File: src/rtl/cpu_exc_pkg.sv
// Shared types and constants for the exception entry/exit sequencer.
// Cause codes match the encoding CP0 expects on int_cause.
package cpu_exc_pkg;

  typedef enum logic [2:0] {
    IDLE   = 3'd0,
    DRAIN  = 3'd1,
    ENTER  = 3'd2,
    KERNEL = 3'd3,
    EXIT   = 3'd4
  } exc_state_e;

  localparam logic [2:0] CAUSE_NONE    = 3'b000;
  localparam logic [2:0] CAUSE_PFAULT  = 3'b001;
  localparam logic [2:0] CAUSE_SYSCALL = 3'b010;
  localparam logic [2:0] CAUSE_IRQ     = 3'b011;

  localparam logic [31:0] HANDLER_VEC_DEFAULT = 32'h0000_0180;

  // Number of sticky pulse sources; index 0 outranks index 1.
  localparam int NUM_PULSE_SRC = 2;

  function automatic logic [2:0] pulse_src_code(input int idx);
    return (idx == 0) ? CAUSE_PFAULT : CAUSE_SYSCALL;
  endfunction

  // Drain counter must hold 0..DRAIN_CYCLES-1 and never be zero width.
  function automatic int drain_cnt_width(input int n);
    return (n < 1) ? 1 : $clog2(n + 1);
  endfunction

endpackage

File: src/rtl/exc_pending_prio.sv
// Sticky request latches for pulse sources plus a fixed-priority encoder.
// A new pulse always wins over a same-cycle clear, so no request is dropped.
module exc_pending_prio
  import cpu_exc_pkg::*;
(
  input  logic       clk,
  input  logic       reset,
  input  logic       page_fault,
  input  logic       syscall,
  input  logic       irq_ext,
  input  logic       clear_en,
  input  logic [2:0] clear_code,
  output logic       any_req,
  output logic [2:0] code
);

  logic [NUM_PULSE_SRC-1:0] pulse;
  logic [NUM_PULSE_SRC-1:0] pend_reg;
  logic [NUM_PULSE_SRC-1:0] pend_next;
  logic [NUM_PULSE_SRC-1:0] clr;
  logic [NUM_PULSE_SRC-1:0] req;

  assign pulse = {syscall, page_fault};

  genvar gi;
  generate
    for (gi = 0; gi < NUM_PULSE_SRC; gi++) begin : g_src
      assign clr[gi]       = clear_en && (clear_code == pulse_src_code(gi));
      assign pend_next[gi] = (pend_reg[gi] & ~clr[gi]) | pulse[gi];
      assign req[gi]       = pend_reg[gi] | pulse[gi];

      always_ff @(posedge clk or posedge reset) begin
        if (reset) begin
          pend_reg[gi] <= 1'b0;
        end else begin
          pend_reg[gi] <= pend_next[gi];
        end
      end
    end
  endgenerate

  always_comb begin
    any_req = (|req) | irq_ext;
    code    = CAUSE_NONE;
    if (req[0]) begin
      code = CAUSE_PFAULT;
    end else if (req[1]) begin
      code = CAUSE_SYSCALL;
    end else if (irq_ext) begin
      code = CAUSE_IRQ;
    end
  end

endmodule

File: src/rtl/exception_sequencer.sv
// Exception entry/exit sequencer: drain, enter handler, wait for eret, return to EPC.
// All outputs decode from the current state only.
module exception_sequencer
  import cpu_exc_pkg::*;
#(
  parameter logic [31:0] HANDLER_VEC  = HANDLER_VEC_DEFAULT,
  parameter int          DRAIN_CYCLES = 2
) (
  input  logic        clk,
  input  logic        reset,
  input  logic        page_faultM,
  input  logic        syscallD,
  input  logic        irq_ext,
  input  logic        eretD,
  input  logic        kernel_mode,
  input  logic [31:0] epc,
  output logic        stall_pipe,
  output logic        flush_pipe,
  output logic        pc_redirect,
  output logic [31:0] pc_target,
  output logic        cause_write,
  output logic [2:0]  int_cause,
  output logic        exit_kernel,
  output logic        busy
);

  localparam int CNT_W        = drain_cnt_width(DRAIN_CYCLES);
  localparam int DRAIN_LAST_I = (DRAIN_CYCLES > 0) ? DRAIN_CYCLES - 1 : 0;
  localparam logic [CNT_W-1:0] DRAIN_LAST = CNT_W'(DRAIN_LAST_I);

  exc_state_e       state_reg;
  exc_state_e       state_next;
  logic [2:0]       cause_sel_reg;
  logic [2:0]       cause_sel_next;
  logic [CNT_W-1:0] drain_cnt_reg;
  logic [CNT_W-1:0] drain_cnt_next;

  logic       any_req;
  logic [2:0] req_code;
  logic       take_req;
  logic       drain_done;

  exc_pending_prio u_pending (
    .clk        (clk),
    .reset      (reset),
    .page_fault (page_faultM),
    .syscall    (syscallD),
    .irq_ext    (irq_ext),
    .clear_en   (state_reg == ENTER),
    .clear_code (cause_sel_reg),
    .any_req    (any_req),
    .code       (req_code)
  );

  // kernel_mode reads 1 while the CPU runs user code.
  assign take_req   = (state_reg == IDLE) && any_req && kernel_mode;
  assign drain_done = (drain_cnt_reg == DRAIN_LAST);

  always_ff @(posedge clk or posedge reset) begin
    if (reset) begin
      state_reg     <= IDLE;
      cause_sel_reg <= CAUSE_NONE;
      drain_cnt_reg <= '0;
    end else begin
      state_reg     <= state_next;
      cause_sel_reg <= cause_sel_next;
      drain_cnt_reg <= drain_cnt_next;
    end
  end

  always_comb begin
    state_next     = state_reg;
    cause_sel_next = cause_sel_reg;
    drain_cnt_next = '0;
    case (state_reg)
      IDLE: begin
        if (take_req) begin
          cause_sel_next = req_code;
          state_next     = (DRAIN_CYCLES == 0) ? ENTER : DRAIN;
        end
      end
      DRAIN: begin
        // Saturate rather than wrap; the exit compare is an equality.
        if (drain_done) begin
          drain_cnt_next = drain_cnt_reg;
          state_next     = ENTER;
        end else begin
          drain_cnt_next = drain_cnt_reg + CNT_W'(1);
        end
      end
      ENTER: begin
        state_next = KERNEL;
      end
      KERNEL: begin
        if (eretD) begin
          state_next = EXIT;
        end
      end
      EXIT: begin
        state_next = IDLE;
      end
      default: begin
        state_next = IDLE;
      end
    endcase
  end

  always_comb begin
    stall_pipe  = 1'b0;
    flush_pipe  = 1'b0;
    pc_redirect = 1'b0;
    pc_target   = 32'h0000_0000;
    cause_write = 1'b0;
    int_cause   = CAUSE_NONE;
    exit_kernel = 1'b0;
    busy        = (state_reg != IDLE);
    case (state_reg)
      DRAIN: begin
        stall_pipe = 1'b1;
      end
      ENTER: begin
        cause_write = 1'b1;
        int_cause   = cause_sel_reg;
        flush_pipe  = 1'b1;
        pc_redirect = 1'b1;
        pc_target   = HANDLER_VEC;
      end
      EXIT: begin
        exit_kernel = 1'b1;
        flush_pipe  = 1'b1;
        pc_redirect = 1'b1;
        pc_target   = epc;
      end
      default: begin
      end
    endcase
  end

endmodule

File: config.mk
export PLATFORM = sky130hd
export DESIGN_NAME = exception_sequencer
export DESIGN_NICKNAME = d
export VERILOG_FILES = /design/src/rtl/cpu_exc_pkg.sv /design/src/rtl/exc_pending_prio.sv /design/src/rtl/exception_sequencer.sv
export SDC_FILE = /design/constraint.sdc
export NUM_CORES = 1
export LEC_CHECK = 0
export CELL_PAD_IN_SITES_DETAIL_PLACEMENT = 0
export CELL_PAD_IN_SITES_GLOBAL_PLACEMENT = 1
export CORE_ASPECT_RATIO = 1.25
export CORE_MARGIN = 4
export CORE_UTILIZATION = 15
export DETAILED_ROUTE_END_ITERATION = 6
export PLACE_DENSITY_LB_ADDON = 0.1
export SETUP_SLACK_MARGIN = 0.15
export SYNTH_ARGS = -nofsm -noshare
export SYNTH_HDL_FRONTEND = slang
export SYNTH_SLANG_ARGS = --single-unit
File: constraint.sdc
create_clock -name clk -period 1.4 [get_ports clk]
set_clock_uncertainty 0.1 [all_clocks]
set_input_delay 0.28 -clock clk [delete_from_list [all_inputs] [get_ports clk]]
set_output_delay 0.28 -clock clk [all_outputs]
set_load 0.05 [all_outputs]
==> impl_metrics.yaml, run 1 <==
status:
  status: "complete, but fails checks"
  failed_checks: "setup timing"
yosys:
  ys_warn_count: 0
  synthesis.area_um2: 711
  seq_area_frac_synth_pct: 31.7
  synth_adder_area_share_pct: 1.76
  synth.area.mux_share_pct: 0
  syn_nets: 133
  synth_xor_area_share_pct: 1.23
  synth-compound-area-share_pct: 8.45
  synthSimpleGateAreaFrac_pct: 48.8
  synth_top_family_by_area: "simple AND/OR/NAND/NOR gates"
  synth_area_leaders: "dfrtp_1 32%, and2_1 26%, a21oi_1 4.9%"
  synth_seq_cells: 9
  synth_cells: 93
  syn_avg_cell_area_um2: 7.64
  synth.top_cell.area_share_pct: 31.7
  synth_top_cell_by_area: "dfrtp_1"
  yosys.cell_types.count: 24
layout:
  final_common_cell: "buf_12"
  diodes: 0
  post-route-cell-area_mm2: 0.00221
  fillers: 420
  nets: 225
  area_delta_synth_final_pct: 211
  layout-drive-gt1-share_pct: 57.1
  final_cell_mix: "39 x buf_12, 36 x clkdlybuf4s50_1, 16 x and2_4, 14 x and2_2, 14 x buf_4"
  largest_reg_flops: 3
routing:
  drt_first_pass_iters: 2
  route.vias.total: 962
  routed_wl_mm: 3.13
  wl_per_cell_um: 12.9
  via_per_inst: 3.98
  drcViolationCount: 0
  ant_nets: 0
  drtIter0Drc: 10
sta:
  fin_setup_tns_ps: -14240
  max_freq_ghz: 0.557
  setup_ws_ps: -395
  finalMaxSlewViolations: 0
  grt_setup_unrepaired: "true"
  setup_violations: 40
  final_hold_viol_count: 0
  period_share_pct: 128
  layout_min_cycle_time_ps: 1800
global_route:
  met2_usage_pct: 20.7
  antenna_found_initial: 0
  track_usage_pct: 10.9
  grt_pass1_vias: 1001
  grt-busiest-layer: "met2"
  grt_use_met3_pct: 3.20
  grt.overflow.total: 0
  grt_pass1_wl_mm: 5.22
  use_met1_pct: 11.7
  grt_max_degree: 21
power:
  ir_drop_uv: 866
  leakage_nw: 0.937
  p_per_area_mw_per_mm2: 1250
setup_path:
  worst-setup-path-type: "reg2out"
  critPathMaxFanout: 4
  worstReg2RegStart: "state_reg[0]$_DFFE_PP0P_"
  reg2reg_setup_slack_ps: 20
  r2r_cells: 5
  endpoint_kind: "primary output"
  cp.required_ps: 1020
  timing.rr.end: "cause_sel_reg[1]$_DFFE_PP0P_"
  critPathArrivalTime_ps: 1420
  start_kind: "register"
placement:
  post_dp_cell_area_mm2: 0.00211
  dpl.hpwl_mm: 2.89
  place_congestion: 0.732
  port-buffer-count: 78
  pre_cts_slack_ps: -220
clocking:
  root_buffer: "clkbuf_8"
  cts-buffers-inserted: 3
  htreeDepth: 1
  clkLatencyLatePin_ps: 220
  cts.sinks: 9
  cts_tree: "built"
  path_clk_slew_ps: 40
  clock_path_buffers: 2
floorplan:
  rows: 27
  die_y_um: 85.0
  io_pins: 80
  dieArea_mm2: 0.00591
  initial_core_util_pct: 15.8
  core_area_mm2: 0.00449
  dieWidth_um: 69.6
run:
  max-cap-violations: 0
min_path:
  hold_path.class: "in2async"
-- worst max-delay path, stage by stage, from the launching register on --
cell	delay, ps
dfrtp_1	400
buf_4	170
nor2_4	50
nand2_4	60
clkinvlp_4	80
or2_4	260
buf_12	150
-- power breakdown --
group	switching [mW]	internal [mW]	total, mW
combinational	1.02	1.03	2.05
sequential	0.0814	0.348	0.429
clock	0.0899	0.197	0.287
total	1.19	1.58	2.77
-- kinds of logic after synthesis --
logic type,after synthesis
xor+xnor,1
buf+inv,11
fa+ha+maj,1
other cells,1
flops,9
simple gates,59
compound gates,11
-- how the worst max path moves through the flow --
stage | to | slack, ps | start | depth (start not counted)
finish | flush_pipe | -400 | state_reg[0]$_DFFE_PP0P_ | 6
global route | pc_redirect | -470 | state_reg[0]$_DFFE_PP0P_ | 6
CTS | pc_target[22] | -440 | state_reg[0]$_DFFE_PP0P_ | 4
detailed placement | state_reg[0]$_DFFE_PP0P_ | -220 | syscallD | 4
global placement | state_reg[0]$_DFFE_PP0P_ | -190 | syscallD | 4
floorplan | pc_redirect | -400 | state_reg[1]$_DFFE_PP0P_ | 5
-- cell type report --
| cell class | count | area, µm² | share of cell area (%) |
|---|---|---|---|
| inverter | 4 | 22.5 | 1.02 |
| tap | 58 | 72.6 | 3.28 |
| clock buffer | 4 | 45.0 | 2.04 |
| multi-input combinational | 73 | 549 | 24.8 |
| sequential | 9 | 226 | 10.2 |
| timing repair buffer | 94 | 1300 | 58.6 |
-- Yosys cell counts, drive strengths merged --
library cell  number
a21boi             1
nor2               9
nand3              1
nor2b              1
o211ai             1
xor2               1
or2                2
conb               1
and3               2
o21ai              2
buf                6
nor3b              1
inv                4
ha                 1
and2              30
nor4b              1
clkbuf             1
or3b               1
nand2              7
dfrtp              9
a21oi              7
nand3b             1
or3                3
-- per-stage QoR --
stage | total power [mW] | std cells | utilization (%) | hold slack (ps)
finish | 2.77 | 242 | 49.3 | 208
detailed placement | 2.38 | 236 | 46.9 | 366
global route | 2.95 | 242 | 49.3 | 244
CTS | 2.74 | 241 | 48.5 | 220
floorplan | 1.47 | 93 | - | 7.85
global placement | 2.34 | 236 | 46.9 | 353
-- layer usage --
metal / routed length, µm / vias to the layer above / part of all wire, %
met1: 1110 / 443 / 35
met3: 248 / 0 / 7.9
met2: 1770 / 45 / 57
met4: 0 / 0 / 0
li1: - / 474 / -
met5: 0 / - / 0
-- timing repair --
| action | CTS | global route |
|---|---|---|
| hold buffers | 0 | 0 |
| pin swaps | 4 | 1 |
| buffers inserted | 1 | 1 |
| resized for setup | 10 | 7 |
| setup endpoints to repair | 47 | 47 |
(Power assumes the default switching activity.)
==> run 2, diff against run 1 <==
- CTS_CLUSTER_SIZE: unset -> 30
==> results of run 2 <==
Final layout, timing and power as in run 1 (identical DEF).
